## src/rtl/spectral_peak_finder_if.sv

```systemverilog
// Bin stream in, frame peak result out, for the spectral peak finder.
interface spectral_peak_finder_if #(
  parameter int DW = 16,
  parameter int IW = 4
);
  logic              in_valid;
  logic              in_sof;
  logic [2*DW-1:0]   in_data;
  logic [2*DW-1:0]   min_mag;
  logic              out_valid;
  logic [IW-1:0]     out_idx;
  logic [2*DW-1:0]   out_mag;
  logic              out_nopeak;
  logic              frame_err;

  modport master (
    output in_valid, in_sof, in_data, min_mag,
    input  out_valid, out_idx, out_mag, out_nopeak, frame_err
  );

  modport slave (
    input  in_valid, in_sof, in_data, min_mag,
    output out_valid, out_idx, out_mag, out_nopeak, frame_err
  );
endinterface

```

## src/rtl/spectral_peak_finder.sv

```systemverilog
// Streaming |X|^2 peak tracker: one complex bin per cycle, reports the peak
// bin, its magnitude and a below-threshold flag once per NBINS-bin frame.
module spectral_peak_finder #(
  parameter int DW    = 16,
  parameter int NBINS = 16,
  parameter int IW    = $clog2(NBINS)
) (
  input  logic                  clk,
  input  logic                  rst,
  spectral_peak_finder_if.slave bus
);
  localparam logic [IW-1:0] LAST_IDX = IW'(NBINS - 1);

  logic signed [2*DW-1:0] re_ext, im_ext;
  logic [IW-1:0]          bin_cnt, cur_idx;
  logic                   mid_sof, cur_last;

  logic                   s1_valid, s1_last;
  logic [IW-1:0]          s1_idx;
  logic [2*DW-1:0]        s1_re_sq, s1_im_sq, s1_min, sum;

  logic [2*DW-1:0]        max_mag, s2_min;
  logic [IW-1:0]          max_idx;
  logic                   s2_done;

  logic                   out_valid_r, out_nopeak_r, frame_err_r;
  logic [IW-1:0]          out_idx_r;
  logic [2*DW-1:0]        out_mag_r;

  assign re_ext = {{DW{bus.in_data[2*DW-1]}}, bus.in_data[2*DW-1:DW]};
  assign im_ext = {{DW{bus.in_data[DW-1]}}, bus.in_data[DW-1:0]};

  // A mid-frame sof restarts numbering at 0 on the very bin that carries it.
  always_comb begin
    mid_sof  = bus.in_valid && bus.in_sof && (bin_cnt != '0);
    cur_idx  = mid_sof ? '0 : bin_cnt;
    cur_last = (cur_idx == LAST_IDX);
    sum      = s1_re_sq + s1_im_sq;
  end

  always_ff @(posedge clk) begin
    if (rst) begin
      bin_cnt      <= '0;
      frame_err_r  <= 1'b0;
      s1_valid     <= 1'b0;
      s1_last      <= 1'b0;
      s1_idx       <= '0;
      s1_re_sq     <= '0;
      s1_im_sq     <= '0;
      s1_min       <= '0;
      max_mag      <= '0;
      max_idx      <= '0;
      s2_min       <= '0;
      s2_done      <= 1'b0;
      out_valid_r  <= 1'b0;
      out_idx_r    <= '0;
      out_mag_r    <= '0;
      out_nopeak_r <= 1'b0;
    end else begin
      frame_err_r <= mid_sof;
      s1_valid    <= bus.in_valid;
      if (bus.in_valid) begin
        bin_cnt  <= cur_last ? '0 : cur_idx + 1'b1;
        s1_idx   <= cur_idx;
        s1_last  <= cur_last;
        s1_re_sq <= re_ext * re_ext;
        s1_im_sq <= im_ext * im_ext;
        if (cur_last) s1_min <= bus.min_mag;
      end

      // Bin 0 loads unconditionally so a stale max from the previous frame never wins.
      s2_done <= s1_valid && s1_last;
      if (s1_valid) begin
        if (s1_idx == '0 || sum > max_mag) begin
          max_mag <= sum;
          max_idx <= s1_idx;
        end
        if (s1_last) s2_min <= s1_min;
      end

      out_valid_r <= s2_done;
      if (s2_done) begin
        out_idx_r    <= max_idx;
        out_mag_r    <= max_mag;
        out_nopeak_r <= (max_mag < s2_min);
      end
    end
  end

  assign bus.out_valid  = out_valid_r;
  assign bus.out_idx    = out_idx_r;
  assign bus.out_mag    = out_mag_r;
  assign bus.out_nopeak = out_nopeak_r;
  assign bus.frame_err  = frame_err_r;
endmodule

```

## src/flat_wrapper.sv

```systemverilog
// flat-port wrapper written by rule: the top's interface ports become plain ports
module spectral_peak_finder_flat 
#(
  parameter int DW    = 16,
  parameter int NBINS = 16,
  parameter int IW    = $clog2(NBINS)
)
  (clk, rst, bus_in_valid, bus_in_sof, bus_in_data, bus_min_mag, bus_out_valid, bus_out_idx, bus_out_mag, bus_out_nopeak, bus_frame_err);
  spectral_peak_finder_if #(.DW(DW), .IW(IW)) bus_i ();
  input  logic clk;
  input  logic rst;
  input wire logic [$bits(bus_i.in_valid)-1:0] bus_in_valid;
  input wire logic [$bits(bus_i.in_sof)-1:0] bus_in_sof;
  input wire logic [$bits(bus_i.in_data)-1:0] bus_in_data;
  input wire logic [$bits(bus_i.min_mag)-1:0] bus_min_mag;
  output wire logic [$bits(bus_i.out_valid)-1:0] bus_out_valid;
  output wire logic [$bits(bus_i.out_idx)-1:0] bus_out_idx;
  output wire logic [$bits(bus_i.out_mag)-1:0] bus_out_mag;
  output wire logic [$bits(bus_i.out_nopeak)-1:0] bus_out_nopeak;
  output wire logic [$bits(bus_i.frame_err)-1:0] bus_frame_err;
  assign bus_i.in_valid = bus_in_valid;
  assign bus_i.in_sof = bus_in_sof;
  assign bus_i.in_data = bus_in_data;
  assign bus_i.min_mag = bus_min_mag;
  assign bus_out_valid = bus_i.out_valid;
  assign bus_out_idx = bus_i.out_idx;
  assign bus_out_mag = bus_i.out_mag;
  assign bus_out_nopeak = bus_i.out_nopeak;
  assign bus_frame_err = bus_i.frame_err;
  spectral_peak_finder #(.DW(DW), .NBINS(NBINS), .IW(IW)) u_core (.clk(clk), .rst(rst), .bus(bus_i));
endmodule
```

## config.mk

```make
export PLATFORM = sky130hd
export DESIGN_NAME = spectral_peak_finder_flat
export DESIGN_NICKNAME = d
export VERILOG_FILES = /design/src/rtl/spectral_peak_finder_if.sv /design/src/rtl/spectral_peak_finder.sv /design/src/flat_wrapper.sv
export SDC_FILE = /design/constraint.sdc
export NUM_CORES = 2
export LEC_CHECK = 0
export BUFFER_PORTS_ARGS = -buffer_cell sky130_fd_sc_hd__buf_4
export CORE_MARGIN = 3
export CORE_UTILIZATION = 35
export DETAILED_ROUTE_END_ITERATION = 16
export GPL_ROUTABILITY_DRIVEN = 0
export PLACE_DENSITY = 0.47
export REMOVE_ABC_BUFFERS = 1
export SLEW_MARGIN = 30
export SYNTH_ARGS = -nofsm -noshare
export SYNTH_HDL_FRONTEND = slang
export SYNTH_SLANG_ARGS = --single-unit
```

## constraint.sdc

```tcl
create_clock -name clk -period 9.36 [get_ports clk]
set_input_delay 1.872 -clock clk [delete_from_list [all_inputs] [get_ports clk]]
set_output_delay 1.872 -clock clk [all_outputs]
set_load 0.01 [all_outputs]
```

==> run summary <==
The flow ran to the end, and the final reports show no timing, DRC or antenna violations. After clock tree synthesis, the flow added hold-fix buffers numbering 0. The clock passes through at most 3 buffers.

During I/O placement, the number of pins put on the boundary was ~110. The net count of the finished layout came out at a little under 4000. The region available for standard cell placement spans 0.0791 mm^2.

At the pin with the least slew margin, the transition time is about 850 ps. The DRC violation total after the first TritonRoute iteration came out at 721. The total placed cells including tap cells is 4173.

The post-synthesis instance area is 0.0280 mm^2. Clock tree synthesis found a total of 212 sinks. The post-detailed-route count of antenna-violating nets came out at 0. The delay of the slowest cell on the worst path came out at between 700 and 800 ps. In the final routed layout, each cell accounts on average for 15.9 um. The first element of the critical path is bus_in_data[31]. The die width is 289 um. The required arrival time at the worst endpoint came out at 9790 ps. The library cell used most frequently in the layout, excluding fill and tap cells, is sky130_fd_sc_hd__inv_1.

The initial utilization of the core area, before any placement, comes to 35.4%. The routed layout has 19700 vias. The number of slew-limit violations in the final report came out at 0. After clock tree synthesis, the clock-pin slew on the worst setup and hold paths is around 60 ps. Sorting the synthesized cells by area gives the leading types as sky130_fd_sc_hd__fa_1, sky130_fd_sc_hd__dfxtp_1, sky130_fd_sc_hd__ha_1.

The number of global-route vias before repair came out at roughly 22000. TritonCTS built the clock tree. The initial antenna violation count is 0. The number of instances in the synthesized netlist came out at a little over 3000.

The largest total area in the synthesized netlist belongs to sky130_fd_sc_hd__fa_1. The proportion of register bits with asynchronous set or reset after synthesis came out at 0%. After synthesis, the largest area contributor takes up 33.6% of total cell area. The floorplan step set the die height to 289 um. The fmax is roughly 130 MHz. Setup repair after global routing left no endpoint under its margin. The global routing usage summed across all routing layers is 16.8%. The master of the slowest instance on the critical path is sky130_fd_sc_hd__fa_1.

The setup path with the least slack is of type input pin to flip-flop. The floorplan die area came out at 0.0834 mm^2. Traced cell by cell, the critical path runs through buf_4, inv_1, nor2_1, fa_1, fa_1, inv_1, fa_1, fa_1, fa_1, fa_1, inv_1, ha_1, nand3_1, o31ai_1, nor3_1, a211oi_1, a41oi_1, o311a_1. The worst max-slew margin expressed relative to the limit came out at about 43%. Across the run, the number of max-cap violations was 0.

The total count of hold-check failures in the final report came out at 0. The worst setup path is captured at a flip-flop. The cell row count came out at 103. The global-route wire length before repair came out at 114 mm. The clock reaches the later pin of the worst-skew pair after 540 ps. The routed wire length is 67.3 mm. Clock skew on the completed layout was measured at 7.43 ps.

Compared with the post-synthesis result, the final layout area differs by 9.79%. Clock tree synthesis selected as its root buffer the cell sky130_fd_sc_hd__clkbuf_16. After detailed routing, the number of vias per cell comes to around 4.7. In the synthesized netlist the dominant register cell turns out to be sky130_fd_sc_hd__dfxtp_1. Global routing finished with a remaining overflow of 0. The launch point of the worst reg-to-reg path is u_core.s1_re_sq[3].

The ratio of final minimum period to clock period is 83.8%. Post-CTS repair changed the size of 0 cells. The diode insertion count for antenna repair came out at 0.

The most numerous cell type found on the critical path is sky130_fd_sc_hd__fa_1. The sequential fraction of the synthesis area came out at 15.2%. After layout, the minimum clock period comes to 7840 ps. The average instance area after synthesis came out at 8.99 um^2. The number of enable flip-flop cells after synthesis is 0. The library cells used most frequently in the layout, excluding fill and tap cells, are sky130_fd_sc_hd__inv_1, sky130_fd_sc_hd__fa_1, sky130_fd_sc_hd__nand2_1. The source of the worst hold timing path is u_core.s1_min[4]. Setup violations remaining at the end of the flow were counted as 0.

The type of the tightest min-delay check is flip-flop to flip-flop. The worst setup path is launched from an input pin. The cell depth of the worst flop-to-flop path came out at 20. The maximum level of the CTS H-tree is 1. The number of warning messages in the yosys log is 0. The ratio of cells with drive above 1 in the final layout came out at just over 6%. The number of remaining DRC errors came out at 0. The total negative slack for setup checks came out at 0 ps. The biggest fanout along the worst timing path is 20. The depth of the worst hold-timing path came out at 2.

The detailed placer's ending HPWL is about 56 mm. The count of different cell masters after synthesis is 74. The count of placed standard cells in the final layout, fillers left out came out at 4220. The largest net degree at the start of global routing is 97. Clock tree synthesis inserted a total of 26 buffers.

During placement, the flow inserted port buffers numbering ~110. The iteration count of the initial detailed-routing pass came out at 5. The post-CTS setup buffer count is 0. After synthesis the netlist holds a flip-flop and latch count of 212. Data on the critical path arrives at its endpoint at between 8000 and 9000 ps.
-- layer usage --
| metal | up-vias | global-route usage (%) | part of all wire [%] |
|---|---|---|---|
| met3 | 53 | 1.10 | 2.1 |
| met1 | 9756 | 23.0 | 46 |
| met2 | 191 | 29.7 | 50 |
| met4 | 0 | 2.49 | 1.3 |
| met5 | - | 0 | 0 |
| li1 | 9650 | - | - |
-- worst max-delay path, delay by kind of cell --
family | cells | cell delay (ps)
adders and majority gates | 7 | 3680
AOI/OAI and AO/OA | 4 | 1420
and+or+nand+nor | 3 | 360
buffers and inverters | 4 | 890
-- stage by stage --
stage / hold slack [ps] / cell area, um^2 / worst slack [ps] / utilization, %
after global placement: 446 / 29800 / 1070 / 37.6
after global routing: 473 / 30700 / 1060 / 38.8
after floorplan: 426 / 27600 / 1690 / -
after detailed placement: 447 / 29800 / 943 / 37.6
after CTS: 456 / 30700 / 1500 / 38.8
final: 451 / 30700 / 1520 / 38.8
-- worst paths after layout --
kind,slack (ps),to
setup / recovery,1520,u_core.s1_re_sq[31]
hold / removal,450,u_core.s2_min[4]
setup reg to reg,3350,u_core.max_mag[27]
hold reg to reg,450,u_core.s2_min[4]
-- synthesized netlist by cell type, types with 3 or more instances --
library cell,instances
sky130_fd_sc_hd__o21a_1,13
sky130_fd_sc_hd__and3_1,6
sky130_fd_sc_hd__xnor2_1,79
sky130_fd_sc_hd__nand2b_1,31
sky130_fd_sc_hd__and2_1,84
sky130_fd_sc_hd__nand3b_1,4
sky130_fd_sc_hd__o31ai_1,3
sky130_fd_sc_hd__mux2i_1,117
sky130_fd_sc_hd__a21oi_2,3
sky130_fd_sc_hd__o22ai_1,6
sky130_fd_sc_hd__buf_1,8
sky130_fd_sc_hd__or3_1,10
sky130_fd_sc_hd__a211oi_1,14
sky130_fd_sc_hd__or4_1,3
sky130_fd_sc_hd__nand4b_1,5
sky130_fd_sc_hd__a21oi_1,148
sky130_fd_sc_hd__nor4_1,4
sky130_fd_sc_hd__a31oi_1,6
sky130_fd_sc_hd__o2111ai_1,3
sky130_fd_sc_hd__nand3_1,25
sky130_fd_sc_hd__xor2_1,27
sky130_fd_sc_hd__o211ai_1,3
sky130_fd_sc_hd__a31o_2,11
sky130_fd_sc_hd__a211o_1,5
sky130_fd_sc_hd__nor3_1,15
sky130_fd_sc_hd__o21ai_0,44
sky130_fd_sc_hd__nand2_1,310
sky130_fd_sc_hd__a21o_1,44
sky130_fd_sc_hd__fa_1,470
sky130_fd_sc_hd__nor2_1,220
sky130_fd_sc_hd__clkbuf_1,94
sky130_fd_sc_hd__inv_1,719
sky130_fd_sc_hd__nand4_1,13
sky130_fd_sc_hd__dfxtp_1,212
sky130_fd_sc_hd__nor3b_1,6
sky130_fd_sc_hd__ha_1,268
sky130_fd_sc_hd__o21bai_1,11
sky130_fd_sc_hd__and4_1,3
sky130_fd_sc_hd__nor2b_1,18
-- flip-flops by register name, summed over array words and instances (netlist names), 31 cells and up --
register and cells:
u_core.s1_re_sq 31, u_core.bus.out_mag 32, u_core.max_mag 32, u_core.s1_im_sq 31
u_core.s1_min 32, u_core.s2_min 32
-- cells by family (layout without fill, tap and decap cells) --
kind of cell | after synthesis | count (layout) | share of synthesized area [%]
compound gates | 349 | 349 | 8.16
xor+xnor | 106 | 106 | 3.32
buf+inv | 824 | 881 | 11.1
mux | 117 | 117 | 4.19
fa+ha+maj | 738 | 738 | 45.6
simple gates | 767 | 767 | 12.5
flops | 212 | 212 | 15.2
-- layout make-up --
cell class	count	area [um^2]
clock inverter	12	210
sequential	212	4250
fill	8014	48400
multi-input combinational	2077	20700
tap	1050	1310
timing repair buffer	114	863
inverter	720	2700
clock buffer	35	714
Power is not shown: default switching activity piles up to over one toggle a cycle in this logic, so the estimate is an artifact.
